### config.mk
export PLATFORM = sky130hd
export DESIGN_NAME = pspi_slave
export DESIGN_NICKNAME = d
export VERILOG_FILES = /design/src/rtl/pspi_pkg.sv /design/src/rtl/pspi_sync.sv /design/src/rtl/pspi_slave.sv
export SDC_FILE = /design/constraint.sdc
export NUM_CORES = 1
export LEC_CHECK = 0
export ABC_AREA = 1
export CAP_MARGIN = 20
export CELL_PAD_IN_SITES_DETAIL_PLACEMENT = 1
export CELL_PAD_IN_SITES_GLOBAL_PLACEMENT = 2
export CORE_UTILIZATION = 34
export CTS_BUF_LIST = sky130_fd_sc_hd__clkbuf_4 sky130_fd_sc_hd__clkbuf_8 sky130_fd_sc_hd__clkbuf_16
export CTS_CLUSTER_DIAMETER = 40
export CTS_CLUSTER_SIZE = 12
export DETAILED_ROUTE_END_ITERATION = 7
export GPL_TIMING_DRIVEN = 0
export PLACE_DENSITY_LB_ADDON = 0.1
export SKIP_CTS_REPAIR_TIMING = 1
export SLEW_MARGIN = 20
export SYNTH_ARGS = -nofsm -noshare
export SYNTH_HDL_FRONTEND = slang
export SYNTH_HIERARCHICAL = 1
export SYNTH_SLANG_ARGS = --single-unit
### constraint.sdc
create_clock -name clk -period 4.6 [get_ports clk]
set_clock_uncertainty 0.05 [all_clocks]
set_input_delay 0.46 -clock clk [delete_from_list [all_inputs] [get_ports clk]]
set_output_delay 0.46 -clock clk [all_outputs]
set_load 0.02 [all_outputs]
### src/rtl/pspi_pkg.sv
// Shared types, widths and parity helper for the parity-SPI slave.
package pspi_pkg;

    localparam int unsigned DATA_W_DEF = 8;
    localparam int unsigned FRAME_BITS = DATA_W_DEF + 1;
    localparam int unsigned PAR_MAX_W  = 32;

    typedef enum logic [1:0] {
        IDLE  = 2'd0,
        SHIFT = 2'd1,
        DONE  = 2'd2
    } pspi_state_e;

    // Parity bit that makes the whole frame (data + this bit) xor to 'odd'.
    function automatic logic parity(input logic [PAR_MAX_W-1:0] data, input logic odd);
        return (^data) ^ odd;
    endfunction

endpackage

### src/rtl/pspi_sync.sv
// Two-flop pin synchronizer with edge strobes; strobes compare stage 2 with its delayed copy.
module pspi_sync #(
    parameter logic RST_VAL = 1'b0
) (
    input  logic clk,
    input  logic rst_n,
    input  logic i_pin,
    output logic o_level,
    output logic o_rise,
    output logic o_fall
);

    logic r_s1;
    logic r_s2;
    logic r_prev;

    always_ff @(posedge clk) begin
        if (!rst_n) begin
            r_s1   <= RST_VAL;
            r_s2   <= RST_VAL;
            r_prev <= RST_VAL;
        end else begin
            r_s1   <= i_pin;
            r_s2   <= r_s1;
            r_prev <= r_s2;
        end
    end

    assign o_level = r_s2;
    assign o_rise  = r_s2 & ~r_prev;
    assign o_fall  = ~r_s2 & r_prev;

endmodule

### src/rtl/pspi_slave.sv
// Parity-SPI slave (mode 0, MSB first, DATA_W data bits + 1 parity bit), oversampled in clk.
// Optional error counter enabled by defining PSPI_SLAVE_ERR_CNT_EN.
module pspi_slave
    import pspi_pkg::*;
#(
    parameter int unsigned DATA_W     = DATA_W_DEF,
    parameter bit          PARITY_ODD = 1'b0
) (
    input  logic              clk,
    input  logic              rst_n,
    input  logic              sclk,
    input  logic              ss_n,
    input  logic              mosi,
    output logic              miso,
    output logic              miso_oe,
    input  logic [DATA_W-1:0] tx_data,
    input  logic              tx_valid,
    output logic              tx_ready,
    output logic [DATA_W-1:0] rx_data,
    output logic              rx_valid,
    output logic              rx_parity_err,
    output logic              tx_underrun,
    output logic              frame_abort
`ifdef PSPI_SLAVE_ERR_CNT_EN
    ,
    input  logic              err_clr,
    output logic [7:0]        err_count
`endif
);

    localparam int unsigned FRAME_W = DATA_W + 1;
    localparam int unsigned CNT_W   = $clog2(FRAME_W + 1);

    logic w_ss_lvl,   w_ss_rise,   w_ss_fall;
    logic w_sclk_lvl, w_sclk_rise, w_sclk_fall;
    logic w_mosi_lvl, w_mosi_rise, w_mosi_fall;
    logic w_unused;

    pspi_sync #(.RST_VAL(1'b1)) u_sync_ss (
        .clk(clk), .rst_n(rst_n), .i_pin(ss_n),
        .o_level(w_ss_lvl), .o_rise(w_ss_rise), .o_fall(w_ss_fall)
    );
    pspi_sync #(.RST_VAL(1'b0)) u_sync_sclk (
        .clk(clk), .rst_n(rst_n), .i_pin(sclk),
        .o_level(w_sclk_lvl), .o_rise(w_sclk_rise), .o_fall(w_sclk_fall)
    );
    pspi_sync #(.RST_VAL(1'b1)) u_sync_mosi (
        .clk(clk), .rst_n(rst_n), .i_pin(mosi),
        .o_level(w_mosi_lvl), .o_rise(w_mosi_rise), .o_fall(w_mosi_fall)
    );

    // Strobes and levels this block has no use for.
    assign w_unused = &{1'b0, w_ss_lvl, w_sclk_lvl, w_mosi_rise, w_mosi_fall};

    pspi_state_e       r_state,    w_state_nxt;
    logic [DATA_W-1:0] r_shift_tx, w_shift_tx_nxt;
    logic [DATA_W-1:0] r_shift_rx, w_shift_rx_nxt;
    logic [CNT_W-1:0]  r_bit_cnt,  w_bit_cnt_nxt;
    logic [DATA_W-1:0] r_tx_buf,   w_tx_buf_nxt;
    logic              r_tx_ready, w_tx_ready_nxt;
    logic              r_miso,     w_miso_nxt;
    logic              r_miso_oe,  w_miso_oe_nxt;
    logic [DATA_W-1:0] r_rx_data,  w_rx_data_nxt;
    logic              r_rx_valid, w_rx_valid_nxt;
    logic              r_rx_perr,  w_rx_perr_nxt;
    logic              r_tx_und,   w_tx_und_nxt;
    logic              r_abort,    w_abort_nxt;
    logic [FRAME_W-1:0] w_tx_word;
    logic [FRAME_W-1:0] w_rx_word;
    logic              w_accept;
`ifdef PSPI_SLAVE_ERR_CNT_EN
    logic [7:0]        r_err_count, w_err_count_nxt;
`endif

    always_ff @(posedge clk) begin
        if (!rst_n) begin
            r_state    <= IDLE;
            r_shift_tx <= '0;
            r_shift_rx <= '0;
            r_bit_cnt  <= '0;
            r_tx_buf   <= '0;
            r_tx_ready <= 1'b1;
            r_miso     <= 1'b0;
            r_miso_oe  <= 1'b0;
            r_rx_data  <= '0;
            r_rx_valid <= 1'b0;
            r_rx_perr  <= 1'b0;
            r_tx_und   <= 1'b0;
            r_abort    <= 1'b0;
`ifdef PSPI_SLAVE_ERR_CNT_EN
            r_err_count <= 8'd0;
`endif
        end else begin
            r_state    <= w_state_nxt;
            r_shift_tx <= w_shift_tx_nxt;
            r_shift_rx <= w_shift_rx_nxt;
            r_bit_cnt  <= w_bit_cnt_nxt;
            r_tx_buf   <= w_tx_buf_nxt;
            r_tx_ready <= w_tx_ready_nxt;
            r_miso     <= w_miso_nxt;
            r_miso_oe  <= w_miso_oe_nxt;
            r_rx_data  <= w_rx_data_nxt;
            r_rx_valid <= w_rx_valid_nxt;
            r_rx_perr  <= w_rx_perr_nxt;
            r_tx_und   <= w_tx_und_nxt;
            r_abort    <= w_abort_nxt;
`ifdef PSPI_SLAVE_ERR_CNT_EN
            r_err_count <= w_err_count_nxt;
`endif
        end
    end

    always_comb begin
        w_state_nxt    = r_state;
        w_shift_tx_nxt = r_shift_tx;
        w_shift_rx_nxt = r_shift_rx;
        w_bit_cnt_nxt  = r_bit_cnt;
        w_tx_buf_nxt   = r_tx_buf;
        w_tx_ready_nxt = r_tx_ready;
        w_miso_nxt     = r_miso;
        w_miso_oe_nxt  = r_miso_oe;
        w_rx_data_nxt  = r_rx_data;
        w_rx_valid_nxt = 1'b0;
        w_rx_perr_nxt  = r_rx_perr;
        w_tx_und_nxt   = 1'b0;
        w_abort_nxt    = 1'b0;

        w_accept  = tx_valid & r_tx_ready;
        w_tx_word = r_tx_ready ? {DATA_W'(0), PARITY_ODD}
                               : {r_tx_buf, parity(PAR_MAX_W'(r_tx_buf), PARITY_ODD)};
        w_rx_word = {r_shift_rx, w_mosi_lvl};

        if (w_accept) begin
            w_tx_buf_nxt = tx_data;
        end

        case (r_state)
            IDLE: begin
                if (w_ss_fall) begin
                    w_state_nxt    = SHIFT;
                    w_shift_tx_nxt = w_tx_word[DATA_W-1:0];
                    w_miso_nxt     = w_tx_word[FRAME_W-1];
                    w_miso_oe_nxt  = 1'b1;
                    w_bit_cnt_nxt  = '0;
                    w_tx_und_nxt   = r_tx_ready;
                    w_tx_ready_nxt = 1'b1;
                end
            end
            SHIFT: begin
                // ss_n release outranks any sclk edge seen in the same cycle.
                if (w_ss_rise) begin
                    w_state_nxt   = IDLE;
                    w_abort_nxt   = 1'b1;
                    w_miso_oe_nxt = 1'b0;
                    w_miso_nxt    = 1'b0;
                end else if (w_sclk_rise) begin
                    w_shift_rx_nxt = w_rx_word[DATA_W-1:0];
                    w_bit_cnt_nxt  = r_bit_cnt + CNT_W'(1);
                    if (r_bit_cnt == CNT_W'(FRAME_W - 1)) begin
                        w_state_nxt    = DONE;
                        w_rx_data_nxt  = w_rx_word[FRAME_W-1:1];
                        w_rx_perr_nxt  = (^w_rx_word) != PARITY_ODD;
                        w_rx_valid_nxt = 1'b1;
                    end
                end else if (w_sclk_fall) begin
                    w_miso_nxt     = r_shift_tx[DATA_W-1];
                    w_shift_tx_nxt = {r_shift_tx[DATA_W-2:0], 1'b0};
                end
            end
            DONE: begin
                if (w_ss_rise) begin
                    w_state_nxt   = IDLE;
                    w_miso_oe_nxt = 1'b0;
                    w_miso_nxt    = 1'b0;
                end
            end
            default: w_state_nxt = IDLE;
        endcase

        // A byte accepted on the frame-start cycle refills the buffer for the next frame.
        if (w_accept) begin
            w_tx_ready_nxt = 1'b0;
        end

`ifdef PSPI_SLAVE_ERR_CNT_EN
        w_err_count_nxt = r_err_count;
        if (err_clr) begin
            w_err_count_nxt = 8'd0;
        end else if (w_rx_valid_nxt && w_rx_perr_nxt && (r_err_count != 8'hFF)) begin
            w_err_count_nxt = r_err_count + 8'd1;
        end
`endif
    end

    assign miso          = r_miso;
    assign miso_oe       = r_miso_oe;
    assign tx_ready      = r_tx_ready;
    assign rx_data       = r_rx_data;
    assign rx_valid      = r_rx_valid;
    assign rx_parity_err = r_rx_perr;
    assign tx_underrun   = r_tx_und;
    assign frame_abort   = r_abort;
`ifdef PSPI_SLAVE_ERR_CNT_EN
    assign err_count     = r_err_count;
`endif

endmodule
==> results of run 1 <==
## sequential cells by signal, indices dropped and copies added (netlist names), 2 cells and up
signal and cells:
r_bit_cnt 4, r_shift_tx 8, r_tx_buf 8, r_shift_rx 8
rx_data 8, r_state 2
## through the flow
stage | cells | cell area, um2 | hold WS, ps | setup WS [ps] | util (%)
after floorplan | 321 | 2401 | 329.5 | 3111 | -
after global placement | 445 | 2801 | 334.8 | 2342 | 41.23
after detailed placement | 445 | 2801 | 340.9 | 2319 | 41.23
after CTS | 453 | 2893 | 364.0 | 2640 | 42.58
after global routing | 453 | 2893 | 386.7 | 2480 | 42.58
final | 453 | 2893 | 358.4 | 2681 | 42.58
## final cells by class
cell class | instances | area [um2] | area share (%)
multi-input cells | 210 | 1090 | 37.67
flip-flops and latches | 53 | 1061 | 36.68
repair buffers | 28 | 280.3 | 9.689
inverters | 50 | 187.7 | 6.488
well taps | 96 | 120.1 | 4.152
clock buffers | 8 | 91.34 | 3.157
plain buffers | 8 | 62.56 | 2.163
## power by group through the flow
stage	clock, mW	sequential (mW)	combinational [mW]
2_1_floorplan	0	0.564	0.319
3_3_place_gp	0	0.566	0.424
3_5_place_dp	0	0.568	0.429
4_1_cts	0.287	0.558	0.431
5_1_grt	0.301	0.565	0.481
6_report	0.274	0.557	0.425
## final timing paths
| path | to | startpoint |
|---|---|---|
| min reg2reg | u_sync_mosi/o_level | u_sync_mosi/r_s1 |
| min | u_sync_mosi/o_level | u_sync_mosi/r_s1 |
| max reg2reg | r_bit_cnt[2] | r_state[1] |
| max | tx_ready | tx_ready |
## routing by layer
metal / part of all wire, % / wire length, um / up-vias
li1: - / - / 1093
met1: 48 / 2611 / 943
met2: 48 / 2588 / 26
met3: 2.3 / 126 / 8
met4: 1.6 / 85 / 0
met5: 0 / 0 / -
## cell usage in the layout, fill, tap and decap left out, types with 4 or more instances in the layout
master,n
nand2_1,59
nand2_2,5
inv_2,4
ha_1,7
nand3_1,14
a21oi_1,25
inv_1,46
dfxtp_1,53
clkbuf_8,6
a31oi_1,6
o21ai_0,35
clkdlybuf4s50_1,28
xor2_1,4
nor2_1,33
==> results.json, run 1 <==
{
  "status": "finished, final reports clean",
  "cp-end-kind": "primary output",
  "antennaDiodeCount": 0,
  "avgSynthCellArea_um2": 7.480,
  "report.final.slew_viol_count": 0,
  "hold_viol": 0,
  "power.leakage_nw": 1.254,
  "internal_power_mw": 0.8074,
  "num_vias": 2070,
  "drive_gt1_share_pct": 8.403,
  "hpwl_um": 4204,
  "grt_pass1_vias": 2034,
  "drt_iter0_drc": 49,
  "r2r_cells": 9,
  "timing.slew.headroom_pct": 66.67,
  "hold_class": "reg2reg",
  "critPathKind": "reg2out",
  "syn_nets": 342,
  "clockBufferDepth": 2,
  "clock_latency_ps": 300,
  "fillers": 860,
  "cts_num_sinks": 53,
  "die_w_um": 86.04,
  "syn_inst": 321,
  "pwr_density_cell_nw_per_um2": 434.2,
  "path_cells": "clkdlybuf4s50_1",
  "place_congestion": 0.6910,
  "drt-vias-per-instance": 4.570,
  "ir_drop_uv": 252.6,
  "cp_num_buf_inv": 1,
  "netSwitchingPower_mw": 0.4485,
  "drtPass1Iterations": 4,
  "core_um2": 6794,
  "grt_overflow": 0,
  "setup_violations": 0,
  "crit_path_top_delay_cell": "clkdlybuf4s50_1",
  "busiest_layer": "met2",
  "cts_made_buffers": 5,
  "critPathArrivalTime_ps": 1410,
  "combinationalPowerShare_pct": 33.8,
  "die_area_um2": 7402,
  "globalRouteTotalUtil_pct": 15.90,
  "netlist_area_um2": 2401,
  "gr-usage-met3_pct": 2.406,
  "p_seq_share_pct": 44.3,
  "grt.met1_usage_pct": 19.94,
  "drc": 0,
  "r2r_slack_ps": 2840,
  "whs_path_depth": 2,
  "fmax_mhz": 521.1,
  "finalPower_mw": 1.256,
  "cts_htree_levels": 2,
  "initial_utilization_pct": 35.34,
  "clk_pin_slew_ps": 90,
  "grt_max_degree": 15,
  "tightest_slew_ps": 499.9,
  "crit_family": "buffers and inverters",
  "max_cap_violations": 0,
  "totalWireLength_um": 5412,
  "setup_tns_ps": 0,
  "cp.depth": 1,
  "placementRows": 30,
  "period_share_pct": 41.72,
  "startpoint_type": "flop",
  "syn_to_final_growth_pct": 20.48,
  "die-height_um": 86.04,
  "io_buffer_count": 28,
  "yosysWarnings": 6,
  "postRouteAntennaNets": 0,
  "fin_crit_ps": 1919,
  "grt_pass1_wl_um": 9246,
  "cts_tree": "built",
  "antenna_found_initial": 0,
  "pin_count": 29,
  "crit_fanout": 7,
  "wire_per_inst_um": 11.95,
  "met2_usage_pct": 27.49,
  "clockPowerShare_pct": 21.8,
  "rsz0062_at_grt": "no",
  "crit_path_max_incr_delay_ps": 650,
  "crit_required_ps": 4090,
  "nets": 377,
  "switching_share_pct": 35.71,
  "clockRootBuffer": "clkbuf_8"
}
Power figures use the tool's default switching activity.
==> run 2: changes to the inputs <==
--- a/config.mk
+++ b/config.mk
@@ -9,7 +9,7 @@
 export CAP_MARGIN = 20
 export CELL_PAD_IN_SITES_DETAIL_PLACEMENT = 1
 export CELL_PAD_IN_SITES_GLOBAL_PLACEMENT = 2
-export CORE_UTILIZATION = 34
+export CORE_UTILIZATION = 32
 export CTS_BUF_LIST = sky130_fd_sc_hd__clkbuf_4 sky130_fd_sc_hd__clkbuf_8 sky130_fd_sc_hd__clkbuf_16
 export CTS_CLUSTER_DIAMETER = 40
 export CTS_CLUSTER_SIZE = 12
==> constraint.sdc (replaced) <==
create_clock -name clk -period 1.79 [get_ports clk]
set_clock_uncertainty 0.05 [all_clocks]
set_input_delay 0.179 -clock clk [delete_from_list [all_inputs] [get_ports clk]]
set_output_delay 0.179 -clock clk [all_outputs]
set_load 0.02 [all_outputs]
==> run 2 against run 1 <==
  * Critical path depth unchanged
  * Global-route usage decreased by 0.16 points
  * Cell area increased by 1.9%
  * Register-to-register slack got worse by 2700 ps
  * Sequential power increased to 2.6 times the previous value
  * Power increased to 2.6 times the previous value
  * Via count increased by 0.97%
  * Wire length increased by 3.3%
  * Cell count increased by 1.3%
==> results.json, run 2 (same netlist as run 1, synthesis figures left out) <==
{
  "die_area_um2": 7854,
  "cp-end-kind": "primary output",
  "worst_hold_slack_ps": 341.2,
  "fin_crit_ps": 1654,
  "drtPass1Iterations": 4,
  "whs_path_depth": 3,
  "drt-vias-per-instance": 4.553,
  "hold_start": "ss_n",
  "fmax_mhz": 604.5,
  "crit_fanout": 7,
  "syn_to_final_growth_pct": 22.72,
  "globalRouteTotalUtil_pct": 15.74,
  "cp_num_buf_inv": 1,
  "clk_pin_slew_ps": 90,
  "hold_viol": 0,
  "io_buffer_count": 28,
  "report.final.slew_viol_count": 0,
  "r2r_cells": 11,
  "status": "finished, final reports clean",
  "cts_num_sinks": 53,
  "power.leakage_nw": 1.283,
  "antenna_found_initial": 0,
  "cts_tree": "built",
  "totalWireLength_um": 5588,
  "die-height_um": 88.62,
  "fillers": 931,
  "pwr_density_cell_nw_per_um2": 1124,
  "drt_iter0_drc": 23,
  "drive_gt1_share_pct": 11.94,
  "grt_pass1_vias": 2033,
  "postRouteAntennaNets": 0,
  "cts_htree_levels": 2,
  "worst_slack_ps": 135.8,
  "r2r-start": "u_sync_ss/r_prev",
  "num_vias": 2090,
  "cts_made_buffers": 5,
  "hpwl_um": 4230,
  "clockBufferDepth": 2,
  "timing.slew.headroom_pct": 69.95,
  "die_w_um": 88.62,
  "grt_overflow": 0,
  "layout_commonest_cell": "nand2_1",
  "grt_max_degree": 15,
  "layout_common_cells": "nand2_1, dfxtp_1, inv_1, o21ai_0, nor2_1",
  "initial_utilization_pct": 33.10,
  "crit_path_max_incr_delay_ps": 650,
  "max_cap_violations": 0,
  "critPathKind": "reg2out",
  "crit_family": "buffers and inverters",
  "place_worst_setup_slack_ps": -279.8,
  "wire_per_inst_um": 12.17,
  "cp.depth": 1,
  "post-route-util_pct": 40.62,
  "startpoint_type": "flop",
  "period_share_pct": 92.41,
  "crit_path_top_delay_cell": "clkdlybuf4s50_1",
  "tightest_slew_ps": 450.7,
  "placementRows": 31,
  "antennaDiodeCount": 0,
  "core_um2": 7253,
  "pin_count": 29,
  "nets": 382,
  "clock_latency_ps": 310,
  "clockRootBuffer": "clkbuf_8",
  "place_congestion": 0.7331,
  "critPathArrivalTime_ps": 1430,
  "ir_drop_uv": 409.6,
  "hold_class": "in2reg",
  "path_cells": "clkdlybuf4s50_1",
  "setup_violations": 0,
  "grt_pass1_wl_um": 9404,
  "crit_start": "tx_ready",
  "crit_required_ps": 1560,
  "drc": 0
}
run 2: cell count changes in the layout (fill, tap and decap cells not counted), sizes merged:
| cell | before | now |
|---|---|---|
| buf | 5 | 10 |
| clkinv | 0 | 1 |
| clkbuf | 11 | 8 |
run 2: stage by stage:
step / cells / instance area [um2] / power, mW / setup TNS (ps)
2_1_floorplan: 321 / 2401 / 2.271 / 0
6_report: 459 / 2947 / 3.311 / 0
4_1_cts: 454 / 2879 / 3.229 / -9.726
5_1_grt: 459 / 2947 / 3.597 / -67.32
3_3_place_gp: 448 / 2805 / 2.549 / -4011
3_5_place_dp: 448 / 2805 / 2.573 / -4709
run 2: layout make-up:
cell class	instances	area, um2	share of cell area [%]
Clock inverter	1	5.005	0.1699
Inverter	50	190.2	6.454
Sequential cell	53	1062	36.05
Tap cell	99	123.9	4.204
Timing Repair Buffer	33	315.3	10.70
Clock buffer	5	68.82	2.335
Buffer	8	65.06	2.208
Multi-Input combinational cell	210	1116	37.88
run 2: metal layers:
layer	track usage, %	vias up	part of all wire, %
met5	0	-	0
met3	3.545	10	3.0
met2	25.94	32	47
li1	-	1100	-
met1	20.03	948	49
met4	6.012	0	1.7
run 2: report_power, final:
part	switching, mW	internal, mW
registers	0.106	1.33
clock network	0.380	0.259
logic	0.718	0.516
total	1.20	2.11
run 2: path summary, 6_finish.rpt:
check,endpoint,slack (ps)
max,tx_ready,140
min,u_sync_ss/r_s1,340
max reg2reg,r_shift_tx[1],140
min reg2reg,u_sync_mosi/o_level,360
==> run 3: changes to the inputs <==
--- a/config.mk
+++ b/config.mk
@@ -5,11 +5,10 @@
 export SDC_FILE = /design/constraint.sdc
 export NUM_CORES = 1
 export LEC_CHECK = 0
-export ABC_AREA = 1
 export CAP_MARGIN = 20
 export CELL_PAD_IN_SITES_DETAIL_PLACEMENT = 1
 export CELL_PAD_IN_SITES_GLOBAL_PLACEMENT = 2
-export CORE_UTILIZATION = 32
+export CORE_UTILIZATION = 34
 export CTS_BUF_LIST = sky130_fd_sc_hd__clkbuf_4 sky130_fd_sc_hd__clkbuf_8 sky130_fd_sc_hd__clkbuf_16
 export CTS_CLUSTER_DIAMETER = 40
 export CTS_CLUSTER_SIZE = 12
==> run 3 against run 2 <==
  * Setup slack got worse by 37 ps
  * Synthesized cell count decreased by 21%
  * Power increased by 5.2%
  * Critical path type is now reg2reg
  * Sequential power about the same
  * First-iteration DRC count increased by 130%
  * Cell count decreased by 19%
  * Wire length decreased by 2.1%
  * Core utilization increased by 4.1 points
  * Register-to-register slack got worse by 40 ps
  * Fmax decreased by 2.2%
  * Largest cell class unchanged
  * Via count decreased by 14%
  * Hold slack improved by 24 ps
  * Critical endpoint is now r_bit_cnt[3]
==> results.json, run 3 <==
{
  "clock_latency_ps": 300,
  "layout_common_cells": "dfxtp_1, nand2_1, clkdlybuf4s50_1, a21boi_0, nor2b_1",
  "die_w_um": 85.62,
  "drt_iter0_drc": 53,
  "ir_drop_uv": 370.3,
  "placementRows": 30,
  "max_cap_violations": 0,
  "p_seq_share_pct": 40.7,
  "antenna_found_initial": 0,
  "syn_inst": 252,
  "setup_violations": 0,
  "placed_area_um2": 2758,
  "totalWireLength_um": 5468,
  "cts_made_buffers": 5,
  "grt.met1_usage_pct": 21.45,
  "clockBufferDepth": 2,
  "hpwl_um": 3785,
  "clockPowerShare_pct": 22.6,
  "switching_share_pct": 32.83,
  "core_um2": 6756,
  "yosysWarnings": 6,
  "cp-end-kind": "flop",
  "critPathArrivalTime_ps": 1830,
  "place_congestion": 0.7094,
  "clockRootBuffer": "clkbuf_8",
  "cts_num_sinks": 53,
  "report.final.slew_viol_count": 0,
  "drt-vias-per-instance": 4.821,
  "syn_to_final_growth_pct": 27.11,
  "tightest_slew_ps": 572.1,
  "hold_class": "reg2reg",
  "grt_overflow": 0,
  "combinationalPowerShare_pct": 36.7,
  "initial_utilization_pct": 35.19,
  "crit_family": "flip-flops",
  "seq_area_um2": 1066,
  "die-height_um": 85.62,
  "critPathKind": "reg2reg",
  "syn_nets": 273,
  "final_cell_area_um2": 3022,
  "multi_input_area_um2": 1320,
  "grt_pass1_wl_um": 8880,
  "drive_gt1_share_pct": 12.93,
  "fillers": 791,
  "nets": 315,
  "netSwitchingPower_mw": 1.143,
  "period_share_pct": 94.48,
  "power.leakage_nw": 1.143,
  "cts_htree_levels": 2,
  "internal_power_mw": 2.339,
  "finalPower_mw": 3.483,
  "drc": 0,
  "die_area_um2": 7331,
  "crit_path_top_delay_cell": "dfxtp_4",
  "io_buffer_count": 28,
  "pwr_density_cell_nw_per_um2": 1153,
  "fmax_mhz": 591.3,
  "crit_path_max_incr_delay_ps": 370,
  "met2_usage_pct": 24.58,
  "wire_per_inst_um": 14.62,
  "drtPass1Iterations": 4,
  "startpoint_type": "flop",
  "postRouteAntennaNets": 0,
  "fin_crit_ps": 1691,
  "avgSynthCellArea_um2": 9.434,
  "crit_fanout": 4,
  "busiest_layer": "met2",
  "netlist_area_um2": 2377,
  "pin_count": 29,
  "hold_viol": 0,
  "crit_required_ps": 1930,
  "layout_commonest_cell": "dfxtp_1",
  "globalRouteTotalUtil_pct": 15.42,
  "cp_num_buf_inv": 1,
  "clk_pin_slew_ps": 90,
  "grt_pass1_vias": 1798,
  "num_vias": 1803,
  "cts_tree": "built",
  "gr-usage-met3_pct": 2.887,
  "antennaDiodeCount": 0,
  "status": "finished, final reports clean",
  "timing.slew.headroom_pct": 61.74,
  "path_cells": "buf_4, ha_4, nand2b_4, a221oi_4, nand4_1, xor2_1, nor2_1",
  "grt_max_degree": 17
}
run 3: final timing paths:
kind                              end  slack (ps)  cells after the start             start
setup / recovery         r_bit_cnt[3]         100                      7        r_state[0]
hold / removal    u_sync_mosi/o_level         370                      1  u_sync_mosi/r_s1
setup reg to reg         r_bit_cnt[3]         100                      7        r_state[0]
hold reg to reg   u_sync_mosi/o_level         370                      1  u_sync_mosi/r_s1
run 3: worst register-to-register path: stages (launching register included):
cell	delay, ps
dfxtp_4	370
buf_4	140
ha_4	160
nand2b_4	160
a221oi_4	300
nand4_1	160
xor2_1	190
nor2_1	50
run 3: power groups by stage:
stage | clock network (mW) | logic [mW] | registers [mW]
after floorplan | 0 | 0.746 | 1.42
after global placement | 0 | 0.999 | 1.43
after detailed placement | 0 | 1.01 | 1.43
after CTS | 0.824 | 1.01 | 1.40
after global routing | 0.872 | 1.40 | 1.44
final | 0.788 | 1.28 | 1.42
run 3: through the flow:
step / cells / hold slack [ps] / setup TNS (ps) / util, % / setup WS, ps
final: 374 / 365.2 / 0 / 44.72 / 98.85
after floorplan: 252 / 202.0 / 0 / - / 71.03
after detailed placement: 360 / 346.8 / -2182 / 40.81 / -250.8
after global placement: 360 / 341.0 / -1696 / 40.81 / -242.2
after CTS: 367 / 370.2 / -2665 / 42.35 / -265.8
after global routing: 374 / 380.5 / -13.63 / 44.72 / -13.63
run 3: metal layers:
layer | wire (um) | up-vias
met5 | 0 | -
met4 | 31 | 0
met3 | 157 | 2
met2 | 2514 | 28
met1 | 2764 | 843
li1 | - | 930
run 3: cell type report:
| class | instances | share of cell area (%) |
|---|---|---|
| repair buffers | 35 | 11.47 |
| plain buffers | 10 | 2.070 |
| inverters | 6 | 0.7453 |
| multi-input cells | 183 | 43.69 |
| clock inverters | 2 | 1.159 |
| well taps | 80 | 3.313 |
| flip-flops and latches | 53 | 35.28 |
| clock buffers | 5 | 2.277 |
